**src/rtl/hex_record_parser.sv**
```systemverilog
// Streaming Intel HEX record parser: one ASCII character in, data bytes with absolute addresses out.
// Optional macro EXT_ADDR_EN enables type-04 extended linear address records (upper address bits).
module hex_record_parser #(
    parameter int ADDR_W = 32
) (
    input  logic              CLK,
    input  logic              RSTN,
    input  logic [7:0]        CHAR,
    input  logic              CHAR_VLD,
    output logic              CHAR_RDY,
    output logic [7:0]        BYTE_OUT,
    output logic [ADDR_W-1:0] ADDR_OUT,
    output logic              BYTE_VLD,
    input  logic              BYTE_RDY,
    output logic              REC_DONE,
    output logic              CHK_ERR,
    output logic              FMT_ERR,
    output logic              EOF
);

    typedef enum logic [2:0] {
        IDLE  = 3'd0,
        COUNT = 3'd1,
        ADDR  = 3'd2,
        TYPE  = 3'd3,
        DATA  = 3'd4,
        CSUM  = 3'd5
    } state_t;

    localparam logic [7:0] COLON = 8'h3A;

    function automatic logic is_hex(input logic [7:0] c);
        is_hex = ((c >= 8'h30) && (c <= 8'h39)) || ((c >= 8'h41) && (c <= 8'h46));
    endfunction

    // Only meaningful for '0'-'9' and 'A'-'F'; letters have bit 6 set.
    function automatic logic [3:0] hex_val(input logic [7:0] c);
        hex_val = c[6] ? (c[3:0] + 4'd9) : c[3:0];
    endfunction

    state_t            state_r;
    logic              half_r;
    logic [3:0]        hi_nib_r;
    logic              addr_cnt_r;
    logic [7:0]        len_r;
    logic [15:0]       addr_r;
    logic [7:0]        type_r;
    logic [7:0]        idx_r;
    logic [7:0]        sum_r;

    logic              accept_s;
    logic              hex_s;
    logic [7:0]        byte_s;
    logic [7:0]        sum_next_s;
    logic [15:0]       low_addr_s;
    logic [15:0]       base_s;
    logic [ADDR_W-1:0] addr_next_s;

`ifdef EXT_ADDR_EN
    logic [15:0]       base_r;
    logic [15:0]       ext_r;
    assign base_s = base_r;
`else
    assign base_s = 16'h0000;
`endif

    assign CHAR_RDY = !BYTE_VLD || BYTE_RDY;
    assign accept_s = CHAR_VLD && CHAR_RDY;

    // Decode the incoming character and the byte/address it would complete
    always_comb begin
        hex_s       = is_hex(CHAR);
        byte_s      = {hi_nib_r, hex_val(CHAR)};
        sum_next_s  = sum_r + byte_s;
        low_addr_s  = addr_r + {8'd0, idx_r};
        addr_next_s = ADDR_W'({base_s, low_addr_s});
    end

    // Record FSM with field capture, running checksum and registered outputs
    always_ff @(posedge CLK or negedge RSTN) begin
        if (!RSTN) begin
            state_r    <= IDLE;
            half_r     <= 1'b0;
            hi_nib_r   <= 4'h0;
            addr_cnt_r <= 1'b0;
            len_r      <= 8'h00;
            addr_r     <= 16'h0000;
            type_r     <= 8'h00;
            idx_r      <= 8'h00;
            sum_r      <= 8'h00;
            BYTE_OUT   <= 8'h00;
            ADDR_OUT   <= {ADDR_W{1'b0}};
            BYTE_VLD   <= 1'b0;
            REC_DONE   <= 1'b0;
            CHK_ERR    <= 1'b0;
            FMT_ERR    <= 1'b0;
            EOF        <= 1'b0;
`ifdef EXT_ADDR_EN
            base_r     <= 16'h0000;
            ext_r      <= 16'h0000;
`endif
        end else begin
            REC_DONE <= 1'b0;
            CHK_ERR  <= 1'b0;
            FMT_ERR  <= 1'b0;
            if (BYTE_VLD && BYTE_RDY) begin
                BYTE_VLD <= 1'b0;
            end
            if (accept_s) begin
                if (CHAR == COLON) begin
                    FMT_ERR <= (state_r != IDLE);
                    EOF     <= 1'b0;
                    state_r <= COUNT;
                    sum_r   <= 8'h00;
                    half_r  <= 1'b0;
                end else if (state_r == IDLE) begin
                    state_r <= IDLE;
                end else if (!hex_s) begin
                    FMT_ERR <= 1'b1;
                    state_r <= IDLE;
                    half_r  <= 1'b0;
                end else if (!half_r) begin
                    hi_nib_r <= hex_val(CHAR);
                    half_r   <= 1'b1;
                end else begin
                    half_r <= 1'b0;
                    sum_r  <= sum_next_s;
                    case (state_r)
                        COUNT: begin
                            len_r      <= byte_s;
                            addr_cnt_r <= 1'b0;
                            state_r    <= ADDR;
                        end
                        ADDR: begin
                            if (!addr_cnt_r) begin
                                addr_r[15:8] <= byte_s;
                                addr_cnt_r   <= 1'b1;
                            end else begin
                                addr_r[7:0]  <= byte_s;
                                state_r      <= TYPE;
                            end
                        end
                        TYPE: begin
                            type_r  <= byte_s;
                            idx_r   <= 8'h00;
                            state_r <= (len_r != 8'h00) ? DATA : CSUM;
                        end
                        DATA: begin
                            // Bytes go out before the checksum is known; CHK_ERR tells downstream to discard.
                            if (type_r == 8'h00) begin
                                BYTE_OUT <= byte_s;
                                ADDR_OUT <= addr_next_s;
                                BYTE_VLD <= 1'b1;
                            end
`ifdef EXT_ADDR_EN
                            if (idx_r == 8'h00) begin
                                ext_r[15:8] <= byte_s;
                            end else if (idx_r == 8'h01) begin
                                ext_r[7:0]  <= byte_s;
                            end else begin
                                ext_r       <= ext_r;
                            end
`endif
                            idx_r <= idx_r + 8'h01;
                            if (idx_r == (len_r - 8'h01)) begin
                                state_r <= CSUM;
                            end
                        end
                        CSUM: begin
                            state_r <= IDLE;
                            if (sum_next_s == 8'h00) begin
                                REC_DONE <= 1'b1;
                                if (type_r == 8'h01) begin
                                    EOF <= 1'b1;
                                end
`ifdef EXT_ADDR_EN
                                if ((type_r == 8'h04) && (len_r == 8'h02)) begin
                                    base_r <= ext_r;
                                end
`endif
                            end else begin
                                CHK_ERR <= 1'b1;
                            end
                        end
                        default: begin
                            state_r <= IDLE;
                        end
                    endcase
                end
            end
        end
    end

endmodule
```
**config.mk**
```make
export PLATFORM = sky130hd
export DESIGN_NAME = hex_record_parser
export DESIGN_NICKNAME = d
export VERILOG_FILES = /design/src/rtl/hex_record_parser.sv
export SDC_FILE = /design/constraint.sdc
export NUM_CORES = 1
export LEC_CHECK = 0
export BUFFER_PORTS_ARGS = -buffer_cell sky130_fd_sc_hd__buf_2
export CAP_MARGIN = 20
export CORE_ASPECT_RATIO = 1.75
export CORE_UTILIZATION = 50
export CTS_CLUSTER_DIAMETER = 40
export DETAILED_ROUTE_END_ITERATION = 10
export PLACE_DENSITY = 0.76
export SYNTH_ARGS = -nofsm -noshare
export SYNTH_HDL_FRONTEND = slang
export SYNTH_SLANG_ARGS = --single-unit
```
**constraint.sdc**
```tcl
create_clock -name CLK -period 2.84 [get_ports CLK]
set_input_delay 0.568 -clock CLK [delete_from_list [all_inputs] [get_ports CLK]]
set_output_delay 0.568 -clock CLK [all_outputs]
set_load 0.1 [all_outputs]
```
==> results of run 1 <==
cell usage in the layout, fill, tap and decap left out, drive strengths merged, types with 16 or more instances in the layout:
| master | instances |
|---|---|
| buf | 81 |
| nor2 | 34 |
| o21ai | 38 |
| ha | 22 |
| xnor2 | 21 |
| conb | 16 |
| inv | 18 |
| mux2 | 22 |
| dfrtp | 86 |
| nand2 | 94 |
through the flow:
stage               utilization (%)  hold slack, ns  area [µm²]  instances  setup TNS (ns)
floorplan                         -          0.2724        5175        543               0
global placement              57.25          0.4497        5673        716          -1.356
detailed placement            57.25          0.4570        5673        716          -2.896
CTS                           60.21          0.2168        5967        732               0
global route                  60.61          0.2422        6006        732         -0.2278
finish                        60.61          0.2039        6006        732               0
path summary, 6_finish.rpt:
check	startpoint	to	slack, ns	cells past startpoint
min in group CLK	ADDR_OUT[5]	ADDR_OUT[5]	0.47	2
worst min-delay path	RSTN	ADDR_OUT[13]	0.20	1
max in group asynchronous	RSTN	type_r[6]	2.00	2
worst max register to register	sum_r[0]	REC_DONE	0.41	9
worst max-delay path	CHAR[1]	CHK_ERR	0.03	11
worst min register to register	ADDR_OUT[5]	ADDR_OUT[5]	0.47	2
area by class of cell:
class | instances | area [µm²]
clock buffer | 13 | 250.2
multi-input combinational | 406 | 2765
sequential | 86 | 2152
inverter | 18 | 67.56
fill | 894 | 3904
tap | 125 | 156.4
timing repair buffer | 81 | 570.5
clock inverter | 3 | 43.79
sequential cells by signal, indices dropped and copies added (netlist names), 3 cells and up:
name and cells:
state_r 3, addr_r 16, idx_r 8, sum_r 8, type_r 8, hi_nib_r 4
BYTE_OUT 8, ADDR_OUT 16, len_r 8
cell families after synthesis:
logic type | after synthesis
compound gates | 92
xor+xnor | 36
fa+ha+maj | 24
buf+inv | 51
flops | 86
mux | 26
other cells | 1
simple gates | 212
worst max-delay path, cell delays in order:
cell	delay (ns)
buf_2	0.12
buf_4	0.12
ha_1	0.12
nand2_1	0.08
xnor2_2	0.26
ha_1	0.31
a211oi_2	0.26
a21o_1	0.19
o2bb2ai_1	0.17
xnor3_1	0.29
a2111oi_0	0.51
power by group through the flow:
stage	Sequential [W]	Combinational, W	Clock [W]
after floorplan	0.00126	0.000182	0
after global placement	0.00126	0.000262	0
after detailed placement	0.00126	0.000268	0
after CTS	0.00124	0.000268	0.00119
after global routing	0.00124	0.000295	0.00124
final	0.00124	0.000276	0.00117
metal layers:
layer | vias up | track usage [%] | wire, µm
li1 | 1971 | - | -
met4 | 0 | 13.89 | 403
met2 | 108 | 47.42 | 6966
met3 | 34 | 4.310 | 392
met1 | 2017 | 26.66 | 4683
met5 | - | 0 | 0
==> summary by stage, run 1 <==
Final layout
The layout overhead on the synthesized area is 17.53%. 0 antenna diodes ended up in the layout. The count of nets after finishing is 638.

The share of cells above drive strength 1 is 26.19%.

CTS
In this run the clock root is driven by a clkbuf_16. Buffers inserted to repair hold after CTS numbered 0. The post-cts sizing count is 0. Clock tree synthesis found a total of 86 sinks. The clock tree from TritonCTS is yes.

The longest clock path from root to sink contains 2 buffers. The H-tree generated during clock tree synthesis spans 3 levels. Counting the buffers created by CTS gives 9. In this run the post-CTS setup repair buffer count came out at 0. The CTS clock-pin slew for the worst setup and hold paths is 0.06 ns. The later pin in the worst-skew pair is clocked with a latency of 0.34 ns.

Floorplan
The total area inside the core boundary comes to 9910 µm². The floorplan has 48 rows. The floorplan die area is 10640 µm². The die outline width is 78.42 µm.

The chip height is 135.7 µm. 58 I/O pins were placed. The starting density of the core is 51.57%.

Power and ir drop
The analysis attributes to net switching a power of 0.0006788 W. The total internal power is 0.002012 W. The clock network accounts for 43.6% of the total power. The total power is 0.002691 W.

Registers are responsible for 46.1% of the overall power. The worst ir drop on vdd is 0.3039 mV. The power per standard cell area is 448.0 nW/µm². The switching power as a share of total power is 25.23%. The static leakage is 3.016 nW.

The combinational cell fraction of total power is 10.3%.

Route
The number of DRC violations after detailed-routing iteration 0 is 225. The per-cell routed wire length is 17.00 µm. The via count of the routed design is 4130. The count of nets left with antenna violations after detail routing is 0. The number of detailed-route iterations in the first pass is 4. After detailed routing, the number of vias per cell comes to 5.642. The detailed-route wire length is 12450 µm. In the routed design, unresolved DRC markers number 0.

Synthesis
Yosys mapped the design onto 67 distinct sky130hd cell types. The post-synthesis adder-cell area fraction is 6.170%. The share of the Yosys chip area taken by registers is 42.12%. The post-synthesis cell count is 528. The biggest area contributor in the post-synthesis netlist is dfrtp_1. The most common cell in the synthesized netlist is nand2_1. The number of enable flip-flop cells after synthesis is 0.

The count of synthesis-stage warnings from yosys is 0. The top cell type by area accounts for 42.12% of the synthesized area. In the synthesized netlist the dominant register cell turns out to be dfrtp_1. After Yosys synthesis, XOR and XNOR cells account for 6.440% of the synthesized area. The dominant combinational cell family by area after synthesis is simple AND/OR/NAND/NOR gates. After Yosys synthesis, and, or, nand and nor cells account for 20.40% of the synthesized area. Ranked by total cell area, the synthesized netlist is headed by dfrtp_1 (42%), nand2_1 (6.9%), ha_1 (5.4%). After synthesis the netlist holds a flip-flop and latch count of 86. Dividing the synthesized area by the synthesized cell count gives 9.678 µm².

Counting instances in the post-synthesis netlist gives the leading cell types as nand2_1 (94), dfrtp_1 (86), nor2_1 (34). The async set-or-reset flop fraction in the synthesized netlist is 100.0%. The synthesized netlist devotes 13.37% of its cell area to compound gates. The area of the mapped netlist is 5110 µm². Multiplexer cells account for 5.632% of the synthesized area.

Global routing
The number of antenna violations at the first check in global routing is 0. The via count of the first global-routing pass is 4240. The largest net degree at the start of global routing is 38. Global routing finished with a remaining overflow of 0.

Global routing used 25.47% of the available tracks across all layers. The first global-routing pass estimated 20490 µm of wire.

Placed design
The worst slack at placement is -0.3364 ns. The final RePlAce weighted congestion is 0.8843. The count of port buffers added during placement is 41. Summed over all nets, the half-perimeter wirelength after detailed placement is 9355 µm.

Setup path
The data required time at the worst endpoint is 3.02 ns. The category of the worst setup path capture point is a flip-flop. The type of the worst setup path is in2reg. The arrival time at the worst endpoint is 3.00 ns.

The startpoint kind of the worst setup timing path is an input port. The largest fanout of any net on the critical path is 4.

STA
The worst relative slew slack is 26.97%. The worst path in the final design needs a cycle of 2.815 ns, including I/O delays and setup. Setup repair after global routing could not meet its margin everywhere. The actual slew at the worst max-slew pin is 1.085 ns. The total count of hold-check failures in the final report is 0. After layout, the worst setup slack is 0.02542 ns. The top achievable clock speed is 0.3553 GHz. Setup violations remaining at the end of the flow were counted as 0. The number of max-slew violations in the final report is 0.

On the final layout, the worst clock skew is 0.004530 ns. In the finished design, the share of the clock period the worst path needs comes to 99.10%.

Flow run
Across the run, the number of max-cap violations was 0.

Outcome
The flow ran to the end, and the final reports show no timing, DRC or antenna violations.

Worst hold path
In this run the worst hold path is classified as in2async.
Note: power is estimated with default switching activity, not from simulation.
==> run 2, diff against run 1 <==
- CORE_ASPECT_RATIO: 1.75 -> 0.8
==> summary by stage, run 2 (synthesis results as in run 1) <==
CTS
TritonCTS built the clock tree. CTS saw 86 sinks. The CTS root buffer is clkbuf_16. Counting the buffers created by CTS gives 9. At the later pin of the worst-skew pair, clock insertion delay measures 0.35 ns. No sink is reached through more buffers than the 2 on the longest clock path. CTS built an H-tree with a depth of 3. After clock tree synthesis, the clock-pin slew on the worst setup and hold paths is 0.06 ns. The count of hold buffers inserted by post-cts repair is 0.

Floorplan
The I/O pin total is 58. The floorplan core area is 9769 µm². The chip height is 92.42 µm. In this run the horizontal extent of the chip is 115.0 µm. The floorplan die area is 10630 µm².

The floorplan row count is 32. The starting density of the core is 52.31%.

STA
Setup violations remaining at the end of the flow were counted as 0. The total count of hold-check failures in the final report is 0. For the final routed database, the setup TNS stands at 0 ns.

The number of max-slew violations in the final report is 0. The slack of the critical path is 0.1834 ns. Dividing the final minimum period by the clock period gives 93.54%. The worst relative slew slack is 56.55%. Final hold analysis gives a worst-case slack of 0.2379 ns. The top achievable clock speed is 0.3764 GHz. The clock tree skew after final layout is 0.007273 ns. The shortest clock period the worst path allows after layout is 2.657 ns. At the pin with the least slew margin, the transition time is 0.6463 ns.

Outcome
The run finished with clean final reports.

Route
The remaining routing DRC violations is 0. The per-cell routed wire length is 16.11 µm. The number of DRC violations after detailed-routing iteration 0 is 284. The routed design uses 5765 µm of met2 wire. The number of detailed-route iterations in the first pass is 5.

The highest signal layer in the routed design is met4. The detailed-route wire length is 11940 µm. For this block, wires on met1 add up to 5325 µm. The via count normalized by instance count is 5.563.

The via count of the routed design is 4122. The length of routed met3 wiring is 625 µm. The detail route stage leaves a number of antenna-violating nets equal to 0.

Setup path
For the worst setup path, the data arrival time is 2.91 ns. The largest fanout of any net on the critical path is 3. The setup slack on the worst flop-to-flop path is 0.42 ns.

The startpoint kind of the worst setup timing path is an input port. The setup path with the least slack is of type in2reg. The worst setup path is captured at a flip-flop. The data required time at the worst endpoint is 3.09 ns.

Global routing
The first global-routing pass estimated 19940 µm of wire. The largest net degree at the start of global routing is 49. Global routing finished with a remaining overflow of 0. The number of antenna violations at the first check in global routing came to 0.

The all-layer global routing usage is 24.50%. The via count of the first global-routing pass is 4042.

Final layout
The largest registers in the layout are ADDR_OUT (16), addr_r (16). Compared with the post-synthesis result, the final layout area differs by 17.41%. The finished layout holds 741 standard cells, fillers aside. The most common cell after layout, fill and taps aside is nand2_1.

After the last flow step, the layout net total stands at 636. Of the cells placed in the final design, the portion with a size suffix greater than 1 is 26.28%. In the layout the commonest cells are nand2_1 (94), dfrtp_1 (86), buf_2 (41), buf_4 (36), nor2_1 (34). The antenna diode count is 0.

Placed design
The worst slack at placement is -0.2155 ns. The final RePlAce weighted congestion is 0.8585. The count of port buffers added during placement is 41. The number of placed instances, taps included, is 722. The HPWL after detailed placement is 8712 µm.

Power and ir drop
Dividing total power by cell area gives a power density of 466.7 nW/µm². Across the VDD grid, the largest voltage drop is 0.3197 mV. The analysis attributes to cell leakage a power of 3.000 nW.

Flow run
The tool flagged a number of max-cap violations equal to 0.

Worst hold path
The path class of the tightest hold or removal check is in2async.
run 2: layer usage:
layer  up-vias  track usage (%)
met2       124            40.11
met3        21            5.694
met4         0            7.684
li1       1963                -
met5         -                0
met1      2014            32.13
run 2: layout make-up:
| cell class | count | area (µm²) |
|---|---|---|
| inverters | 18 | 67.56 |
| repair buffers | 79 | 515.5 |
| well taps | 136 | 170.2 |
| multi-input cells | 406 | 2763 |
| fillers | 837 | 3770 |
| clock buffers | 10 | 239.0 |
| flip-flops and latches | 86 | 2152 |
| clock inverters | 6 | 92.59 |
run 2: power by group:
| group | internal [W] | switching, W | leakage (nW) |
|---|---|---|---|
| Sequential | 0.00123 | 0.00000778 | 1.16 |
| Clock | 0.000798 | 0.000497 | 0.155 |
| Combinational | 0.0000675 | 0.000197 | 1.68 |
| Total | 0.00210 | 0.000702 | 3.00 |
run 2: repair_timing:
action                     in CTS  in global routing
setup endpoints to repair       0                  1
resized for setup               0                  6
setup buffers                   0                  1
run 2: stage by stage:
step	total power [W]	instance area [µm²]	utilization (%)
detailed placement	0.001521	5612	57.44
finish	0.002800	6000	61.41
global route	0.002889	6000	61.41
CTS	0.002814	5943	60.83
global placement	0.001515	5612	57.44
floorplan	0.001444	5175	-
run 2: final timing paths:
check | from | endpoint | depth (start not counted)
hold / removal | RSTN | addr_r[12] | 1
min in group CLK | type_r[4] | type_r[4] | 2
hold reg to reg | type_r[4] | type_r[4] | 2
setup / recovery | CHAR[0] | REC_DONE | 13
setup reg to reg | idx_r[0] | ADDR_OUT[12] | 9
max in group asynchronous | RSTN | BYTE_OUT[6] | 2
run 2: worst max-delay path: stages:
cell and delay [ns]:
buf_2 0.09, inv_1 0.05, ha_1 0.27, nand2_1 0.04, o21ai_0 0.11, inv_1 0.12
fa_2 0.38, xnor2_1 0.18, nor4bb_1 0.29, mux2i_1 0.16, nor4_2 0.30, nand2_1 0.13
nor4_2 0.23
